**src/rtl/pipe_pkg.sv**
```systemverilog
// Shared encodings and payload layout for the MEM->WB pipeline register.
// The load-extract feature is controlled by MEMWB_LOAD_EXT_EN; see pipe_reg_mem_wb.
package pipe_pkg;

    localparam logic [1:0] RSRC_ALU = 2'b00;
    localparam logic [1:0] RSRC_MEM = 2'b01;
    localparam logic [1:0] RSRC_PC4 = 2'b10;

    localparam logic [2:0] F3_LB  = 3'b000;
    localparam logic [2:0] F3_LH  = 3'b001;
    localparam logic [2:0] F3_LW  = 3'b010;
    localparam logic [2:0] F3_LBU = 3'b100;
    localparam logic [2:0] F3_LHU = 3'b101;

    // One stage payload at the core's native widths (32-bit datapath, 5-bit rd).
    typedef struct packed {
        logic        valid;
        logic [31:0] alu_result;
        logic [31:0] read_data;
        logic [4:0]  rd;
        logic [31:0] pc_plus4;
        logic        reg_write;
        logic [1:0]  result_src;
    } memwb_stage_t;

endpackage

```
**src/rtl/pipe_reg_mem_wb_load_extract.sv**
```systemverilog
// Combinational RV32 load lane select and sign/zero extension.
// Only compiled when MEMWB_LOAD_EXT_EN is defined.
`ifdef MEMWB_LOAD_EXT_EN
module load_extract
    import pipe_pkg::*;
(
    input  logic [31:0] word,
    input  logic [1:0]  addr,
    input  logic [2:0]  funct3,
    output logic [31:0] data
);

    logic [7:0]  byte_sel;
    logic [15:0] half_sel;

    always_comb begin
        byte_sel = word[7:0];
        case (addr)
            2'd0: byte_sel = word[7:0];
            2'd1: byte_sel = word[15:8];
            2'd2: byte_sel = word[23:16];
            2'd3: byte_sel = word[31:24];
            default: byte_sel = word[7:0];
        endcase
    end

    // A misaligned half access ignores addr[0] and takes the half picked by addr[1].
    assign half_sel = addr[1] ? word[31:16] : word[15:0];

    always_comb begin
        data = word;
        case (funct3)
            F3_LB:   data = {{24{byte_sel[7]}}, byte_sel};
            F3_LH:   data = {{16{half_sel[15]}}, half_sel};
            F3_LBU:  data = {24'd0, byte_sel};
            F3_LHU:  data = {16'd0, half_sel};
            F3_LW:   data = word;
            default: data = word;
        endcase
    end

endmodule
`endif

```
**src/rtl/pipe_reg_mem_wb.sv**
```systemverilog
// MEM->WB pipeline register: DEPTH stages with stall/flush, WB result mux, retire counter.
// Define MEMWB_LOAD_EXT_EN to extract/extend load data from DMRd before stage 1.
module pipe_reg_mem_wb
    import pipe_pkg::*;
#(
    parameter int DATA_WIDTH = 32,
    parameter int RD_WIDTH   = 5,
    parameter int RSRC_WIDTH = 2,
    parameter int DEPTH      = 1,
    parameter int CNT_WIDTH  = 32
) (
    input  logic                  clk,
    input  logic                  rst_n,
    input  logic                  Stall,
    input  logic                  Flush,
    input  logic                  ValidM,
    input  logic [DATA_WIDTH-1:0] ALUResultM,
    input  logic [DATA_WIDTH-1:0] DMRd,
    input  logic [RD_WIDTH-1:0]   RdM,
    input  logic [DATA_WIDTH-1:0] PCPlus4M,
    input  logic                  RegWriteM,
    input  logic [RSRC_WIDTH-1:0] ResultSrcM,
    input  logic [2:0]            Funct3M,
    output logic                  ValidW,
    output logic                  RegWriteW,
    output logic [RD_WIDTH-1:0]   RdW,
    output logic [RSRC_WIDTH-1:0] ResultSrcW,
    output logic [DATA_WIDTH-1:0] ALUResultW,
    output logic [DATA_WIDTH-1:0] ReadDataW,
    output logic [DATA_WIDTH-1:0] PCPlus4W,
    output logic [DATA_WIDTH-1:0] ResultW,
    output logic [CNT_WIDTH-1:0]  RetireCount
);

    typedef struct packed {
        logic                  valid;
        logic [DATA_WIDTH-1:0] alu_result;
        logic [DATA_WIDTH-1:0] read_data;
        logic [RD_WIDTH-1:0]   rd;
        logic [DATA_WIDTH-1:0] pc_plus4;
        logic                  reg_write;
        logic [RSRC_WIDTH-1:0] result_src;
    } stage_t;

    if (DEPTH < 1 || DEPTH > 4) begin : g_depth_check
        $error("pipe_reg_mem_wb: DEPTH must be in 1..4");
    end

    logic [DATA_WIDTH-1:0] load_data;

`ifdef MEMWB_LOAD_EXT_EN
    if (DATA_WIDTH != 32) begin : g_width_check
        $error("pipe_reg_mem_wb: load extraction requires DATA_WIDTH == 32");
    end

    load_extract u_load_extract (
        .word   (DMRd),
        .addr   (ALUResultM[1:0]),
        .funct3 (Funct3M),
        .data   (load_data)
    );
`else
    logic unused_funct3;
    assign unused_funct3 = ^Funct3M;
    assign load_data     = DMRd;
`endif

    stage_t                 s1_next;
    stage_t                 stg [DEPTH];
    stage_t                 w_stage;
    logic [CNT_WIDTH-1:0]   retire_cnt;

    always_comb begin
        s1_next            = '0;
        s1_next.valid      = ValidM & ~Flush;
        s1_next.alu_result = ALUResultM;
        s1_next.read_data  = load_data;
        s1_next.rd         = RdM;
        s1_next.pc_plus4   = PCPlus4M;
        s1_next.reg_write  = RegWriteM & ~Flush;
        s1_next.result_src = ResultSrcM;
    end

    // Flush during a stall only kills the stage-1 entry; its payload stays put.
    always_ff @(posedge clk) begin
        if (!rst_n) begin
            for (int k = 0; k < DEPTH; k++) begin
                stg[k] <= '0;
            end
            retire_cnt <= '0;
        end else begin
            if (!Stall) begin
                stg[0] <= s1_next;
                for (int k = 1; k < DEPTH; k++) begin
                    stg[k] <= stg[k-1];
                end
            end else if (Flush) begin
                stg[0].valid <= 1'b0;
            end
            if (stg[DEPTH-1].valid && !Stall) begin
                retire_cnt <= retire_cnt + CNT_WIDTH'(1);
            end
        end
    end

    assign w_stage     = stg[DEPTH-1];
    assign ValidW      = w_stage.valid;
    assign RegWriteW   = w_stage.reg_write & w_stage.valid;
    assign RdW         = w_stage.rd;
    assign ResultSrcW  = w_stage.result_src;
    assign ALUResultW  = w_stage.alu_result;
    assign ReadDataW   = w_stage.read_data;
    assign PCPlus4W    = w_stage.pc_plus4;
    assign RetireCount = retire_cnt;

    always_comb begin
        ResultW = '0;
        case (w_stage.result_src)
            RSRC_WIDTH'(RSRC_ALU): ResultW = w_stage.alu_result;
            RSRC_WIDTH'(RSRC_MEM): ResultW = w_stage.read_data;
            RSRC_WIDTH'(RSRC_PC4): ResultW = w_stage.pc_plus4;
            default:               ResultW = '0;
        endcase
    end

endmodule
```
**config.mk**
```make
export PLATFORM = sky130hd
export DESIGN_NAME = pipe_reg_mem_wb
export DESIGN_NICKNAME = d
export VERILOG_FILES = /design/src/rtl/pipe_pkg.sv /design/src/rtl/pipe_reg_mem_wb_load_extract.sv /design/src/rtl/pipe_reg_mem_wb.sv
export SDC_FILE = /design/constraint.sdc
export NUM_CORES = 1
export LEC_CHECK = 0
export BUFFER_PORTS_ARGS = -buffer_cell sky130_fd_sc_hd__clkbuf_2
export CORE_ASPECT_RATIO = 0.8
export CORE_MARGIN = 4
export CORE_UTILIZATION = 44
export CTS_CLUSTER_DIAMETER = 150
export CTS_CLUSTER_SIZE = 25
export DETAILED_ROUTE_END_ITERATION = 7
export GPL_ROUTABILITY_DRIVEN = 0
export PLACE_DENSITY = 0.85
export SYNTH_ARGS = -nofsm -noshare
export SYNTH_HDL_FRONTEND = slang
export SYNTH_SLANG_ARGS = --single-unit
```
**constraint.sdc**
```tcl
create_clock -name clk -period 2.89 [get_ports clk]
set_input_delay 0.1445 -clock clk [delete_from_list [all_inputs] [get_ports clk]]
set_output_delay 0.1445 -clock clk [all_outputs]
set_load 0.005 [all_outputs]
```
; ---- Yosys cells after proc, flatten, opt, wreduce, memory -nomap -nowiden
; Memories as Yosys holds them, arrays and structs flattened.
; Cells that the tools add are included.
[classes]
n_bitwise = 4
eq_ne = 2
n_mul = 0
n_shift = 0
div = 0
n_reduce_logical = 5
n_lt_le_gt_ge = 0
n_mux = 13
n_addsub = 1
[op_table]
columns = op, n
row1 = 2-to-1 mux 105 bit, 2
row2 = OR reduction 105 bit, 2
row3 = one-hot mux 32 bit (3 select lines), 1
row4 = adder 32 x 1 -> 32 bit (second input constant), 1
row5 = 2-to-1 mux 1 bit, 9
row6 = bitwise AND 1 bit, 3
row7 = == test 2 x 1 -> 1 bit (second input constant), 1
row8 = == test 2 bit (second input constant), 1
row9 = zero test 2 bit, 1
row10 = 2-to-1 mux 2 bit, 1
row11 = logical AND 1 bit, 1
row12 = zero test 1 bit, 1
row13 = NOT 1 bit, 1
[totals]
latch_bits = 0
wordCells = 27
out_inout_bits = 169
mem_count = 1
register_bits = 32
inputBits = 112
ramBits = 105
rom_bits = 0
[memory_table]
columns = name, words, width, rd, rd_ports_with_merged_regs, wr, line_no
row1 = stg, 1, 105, 1, 0, 1, pipe_reg_mem_wb.sv:69  ; stage_t stg [DEPTH];

; ---- Logic depth before layout (Yosys ltp)
[depth]
depth_word = 6
ltp_mapped = 7
mapped_depth_nobuf = 5

; ---- Least setup slack after synthesis
; No wires, ideal clock.
[synth_timing]
path_kind = in2reg
startpoint = input port Stall
endpoint = memory stg[0][104] (netlist name), enable pin
setup_time_ns = 0.270
path_slack_ns = -0.232
required_time_ns = 2.620
t_arrival_ns = 2.853
path_stages = 2
n_path_buf = 0
cell_sequence = nand2_1 -> or2_2
[synth_via]
elab_chain_len = 6
elab_cells_between_ends = 10
cone_classes = mux: 8 / reduce/logical: 2
[synth_lines]
columns = element, line_no
row1 = "start, declared", pipe_reg_mem_wb.sv:14  ; input logic Stall,
row2 = 2-to-1 mux 1 bit, pipe_reg_mem_wb.sv:92  ; if (!Stall) begin
row3 = 2-to-1 mux 1 bit, pipe_reg_mem_wb.sv:86  ; if (!rst_n) begin
row4 = 2-to-1 mux 1 bit (implied by the code), pipe_reg_mem_wb.sv:93  ; stg[0] <= s1_next;
row5 = OR reduction 105 bit (no source line), n/a
row6 = 2-to-1 mux 1 bit (no source line), n/a
row7 = 2-to-1 mux 2 bit (no source line) (*), n/a
row8 = "end, declared", pipe_reg_mem_wb.sv:69
; Every way passes the cells marked *; elsewhere a longest branch is shown, timed or not.

; ---- Worst setup path after layout
[layout_timing]
startpoint = register retire_cnt[12] (netlist: RetireCount[12])
endpoint = register retire_cnt[28] (netlist: RetireCount[28])
[layout_via]
elab_chain_len = 1
[layout_lines]
columns = element, line_no
row1 = "start, declared", pipe_reg_mem_wb.sv:71  ; logic [CNT_WIDTH-1:0] retire_cnt;
row2 = "start signal, assigned", pipe_reg_mem_wb.sv:101  ; retire_cnt <= retire_cnt + CNT_WIDTH'(1);
row3 = adder 32 x 1 -> 32 bit, pipe_reg_mem_wb.sv:101
; No other way between the ends.
; A chain may end at the register's enable or synchronous reset.

==> metrics.log <==
INFO  metric outcome = finished, final reports clean
INFO  metric timing.critical_path.to_type = register
INFO  metric io_pins = 281
INFO  metric clk_latency = 0.41 ns
INFO  metric rows = 40
INFO  metric fmaxAchievable = 0.439 GHz
INFO  metric via_count = 5071
INFO  metric synthCells = 612
INFO  metric skew = 0.00915 ns
INFO  metric ys_ff_latch = 137
INFO  metric vias_per_cell = 4.89
INFO  metric detailed_place_hpwl = 12600 um
INFO  metric grt_setup_unrepaired = no
INFO  metric preCtsSetupSlack = 0.644 ns
INFO  metric clock_sink_count = 137
INFO  metric final_net_count = 928
INFO  metric worstHoldPathType = input pin to register
INFO  metric grtUsageTotal = 19.1%
INFO  metric numPortBuffers = 277
INFO  metric layout_worst_path_cycle_share = 78.8%
INFO  metric global_route_wire_length_before_repair = 26200 um
INFO  metric antenna-diode-count = 0
INFO  metric cts_setup_buffers = 0
INFO  metric p_leak = 0.00374 uW
INFO  metric totalPowerFinal = 4940 uW
INFO  metric tns = 0 ns
INFO  metric synth_flop_cell = sky130_fd_sc_hd__edfxtp_1
INFO  metric remaining_drc_errors = 0
INFO  metric synth.distinct_cells = 38
INFO  metric fillerInstances = 1270
INFO  metric cp.required = 3.22 ns
INFO  metric start_kind = register
INFO  metric finalSetupViolations = 0
INFO  metric maximum_number_of_pins_on_one_net_before_global_route_repair = 55
INFO  metric worst-endpoint-arrival = 2.61 ns
INFO  metric critPathMaxFanout = 19
INFO  metric post_cts_resized = 0
INFO  metric floorplan.die.height = 120 um
INFO  metric first_global_vias = 4967
INFO  metric seq_area_frac_synth = 55.4%
INFO  metric cts_buffers = 17
INFO  metric setup_ws = 0.611 ns
INFO  metric cts.htree.levels = 4
INFO  metric detailedRoute.firstIterationViolations = 353
INFO  metric timing_worst_setup_path_type = register to register
INFO  metric overflow = 0
INFO  metric timing_max_transition_violations_final = 0
INFO  metric totalWireLength = 17500 um
INFO  metric syn_nets = 725
INFO  metric grt_antenna_before_repair = 0
INFO  metric dieArea = 17600 um2
INFO  metric cts.path.max_buffers = 2
INFO  metric cts.root.buffer_cell = sky130_fd_sc_hd__clkbuf_16
INFO  metric async_reset_ff_share = 0%
INFO  metric core = 15100 um2
INFO  metric ys.warnings.count = 0
INFO  metric synth-edff-count = 105
INFO  metric cts.clk_slew.worst_paths = 0.06 ns
INFO  metric tritoncts = done
INFO  metric drive_above_1_share = 39.5%
INFO  metric drt_pre_antenna_iters = 4
INFO  metric max_slew.worst_pin.slew = 0.747 ns
INFO  metric wl_per_cell = 16.9 um
INFO  metric combined_area_of_all_synthesized_cells = 6840 um2
INFO  metric max-cap-violations = 0
INFO  metric initial_utilization = 45.3%
INFO  metric synth_area_per_cell = 11.2 um2
INFO  metric ir_worst_vdd = 0.397 mV
INFO  metric slew_headroom = 50.2%
INFO  metric signed_area_change_from_the_synthesized_netlist_to_the_final_layout = 25.7%
INFO  metric final_critical_path_required_period = 2.28 ns
INFO  metric powerDensity = 575 nW/um2
INFO  metric hold_viol_final = 0
INFO  metric die_w = 147 um
INFO  metric route.antenna.remaining_nets = 0
[critical path, cell delays in order (launching register included)]
cell	delay, ns
sky130_fd_sc_hd__dfxtp_1	0.44
sky130_fd_sc_hd__nand4_2	0.19
sky130_fd_sc_hd__or4_1	0.86
sky130_fd_sc_hd__or4_1	0.57
sky130_fd_sc_hd__a21oi_1	0.15
[flip-flops by register name (all words and copies together) (netlist names)]
register     count
stg            105
RetireCount     32
[where the power goes]
group          internal, uW  switching [uW]
Sequential             2260            80.1
Clock                  1260             786
Combinational           286             275
Total                  3800            1140
[synth_stat cells, types with 2 or more instances]
cell type | count | share of area (%)
sky130_fd_sc_hd__a21oi_1 | 20 | 1.5
sky130_fd_sc_hd__and2_1 | 104 | 9.5
sky130_fd_sc_hd__and4_1 | 2 | 0.26
sky130_fd_sc_hd__buf_2 | 2 | 0.15
sky130_fd_sc_hd__buf_4 | 103 | 11
sky130_fd_sc_hd__buf_6 | 2 | 0.33
sky130_fd_sc_hd__clkbuf_1 | 28 | 1.5
sky130_fd_sc_hd__dfxtp_1 | 32 | 9.4
sky130_fd_sc_hd__edfxtp_1 | 105 | 46
sky130_fd_sc_hd__inv_1 | 7 | 0.38
sky130_fd_sc_hd__mux2i_1 | 35 | 5.1
sky130_fd_sc_hd__nand2_1 | 44 | 2.4
sky130_fd_sc_hd__nand2b_1 | 3 | 0.27
sky130_fd_sc_hd__nand3_1 | 7 | 0.51
sky130_fd_sc_hd__nand4_1 | 4 | 0.37
sky130_fd_sc_hd__nor2_1 | 10 | 0.55
sky130_fd_sc_hd__nor2b_1 | 2 | 0.18
sky130_fd_sc_hd__nor3_1 | 3 | 0.22
sky130_fd_sc_hd__nor4b_1 | 2 | 0.26
sky130_fd_sc_hd__o21ai_0 | 38 | 2.8
sky130_fd_sc_hd__o31ai_1 | 14 | 1.5
sky130_fd_sc_hd__or2_2 | 2 | 0.18
sky130_fd_sc_hd__or3_1 | 7 | 0.64
sky130_fd_sc_hd__or4_1 | 15 | 1.6
sky130_fd_sc_hd__or4_4 | 2 | 0.33
sky130_fd_sc_hd__xnor2_1 | 5 | 0.64
sky130_fd_sc_hd__xor2_1 | 3 | 0.38
[cell families after synthesis]
logic type,Yosys count,synth area share [%]
buffers and inverters,143,13.8
and+or+nand+nor,214,18.4
DFF,137,55.4
AOI/OAI and AO/OA,74,6.03
muxes,35,5.12
xor gates and xnor gates,8,1.02
adders and majority gates,1,0.183
[metal layers]
metal  routed length [um]  part of all wire, %  up-vias  global-route usage, %
met5                    0                    0        -                      0
met4                  354                  2.0        0                   7.04
met3                 1360                  7.7       25                   6.68
met2                 8940                   51      200                   33.6
met1                 6850                   39     2405                   21.5
li1                     -                    -     2441                      -
[placed cells by master (no fill, tap or decap), types with 7 or more instances in the layout]
master	count
sky130_fd_sc_hd__o31ai_1	14
sky130_fd_sc_hd__a21oi_1	20
sky130_fd_sc_hd__and2_1	104
sky130_fd_sc_hd__edfxtp_1	105
sky130_fd_sc_hd__clkbuf_16	17
sky130_fd_sc_hd__nor2_1	9
sky130_fd_sc_hd__clkbuf_2	277
sky130_fd_sc_hd__o21ai_0	38
sky130_fd_sc_hd__nand3_1	7
sky130_fd_sc_hd__dlygate4sd3_1	34
sky130_fd_sc_hd__mux2i_1	35
sky130_fd_sc_hd__dfxtp_1	32
sky130_fd_sc_hd__nand2_1	43
sky130_fd_sc_hd__inv_1	7
sky130_fd_sc_hd__or3_1	7
sky130_fd_sc_hd__or4_1	15
[through the flow]
stage	instance area (um2)	cells	hold slack, ns	utilization, %
finish	8600	1037	0.0181	56.9
global route	8600	1037	0.00108	56.9
CTS	8590	1036	0.000485	56.8
detailed placement	7700	972	0.423	51.0
global placement	7700	972	0.419	51.0
floorplan	6850	612	0.291	-
[final cells by class]
| cell class | count | area [um2] | area share (%) |
|---|---|---|---|
| inverters | 8 | 30.0 | 0.349 |
| clock inverters | 13 | 130 | 1.51 |
| well taps | 210 | 263 | 3.05 |
| repair buffers | 319 | 1820 | 21.2 |
| multi-input cells | 332 | 2130 | 24.8 |
| clock buffers | 18 | 429 | 4.99 |
| flip-flops and latches | 137 | 3790 | 44.1 |
[timing repair]
item,in CTS,in global routing
hold endpoints to repair,33,1
setup endpoints to repair,0,0
hold buffers,33,1
[worst paths after layout]
check                   from         endpoint  cells past startpoint  slack, ns
max reg2reg  RetireCount[12]  RetireCount[28]                      4       0.61
min reg2reg  RetireCount[31]  RetireCount[31]                      2       0.48
max          RetireCount[12]  RetireCount[28]                      4       0.61
min                   RdM[1]       stg[0][36]                      2       0.02
(Power assumes the default switching activity.)
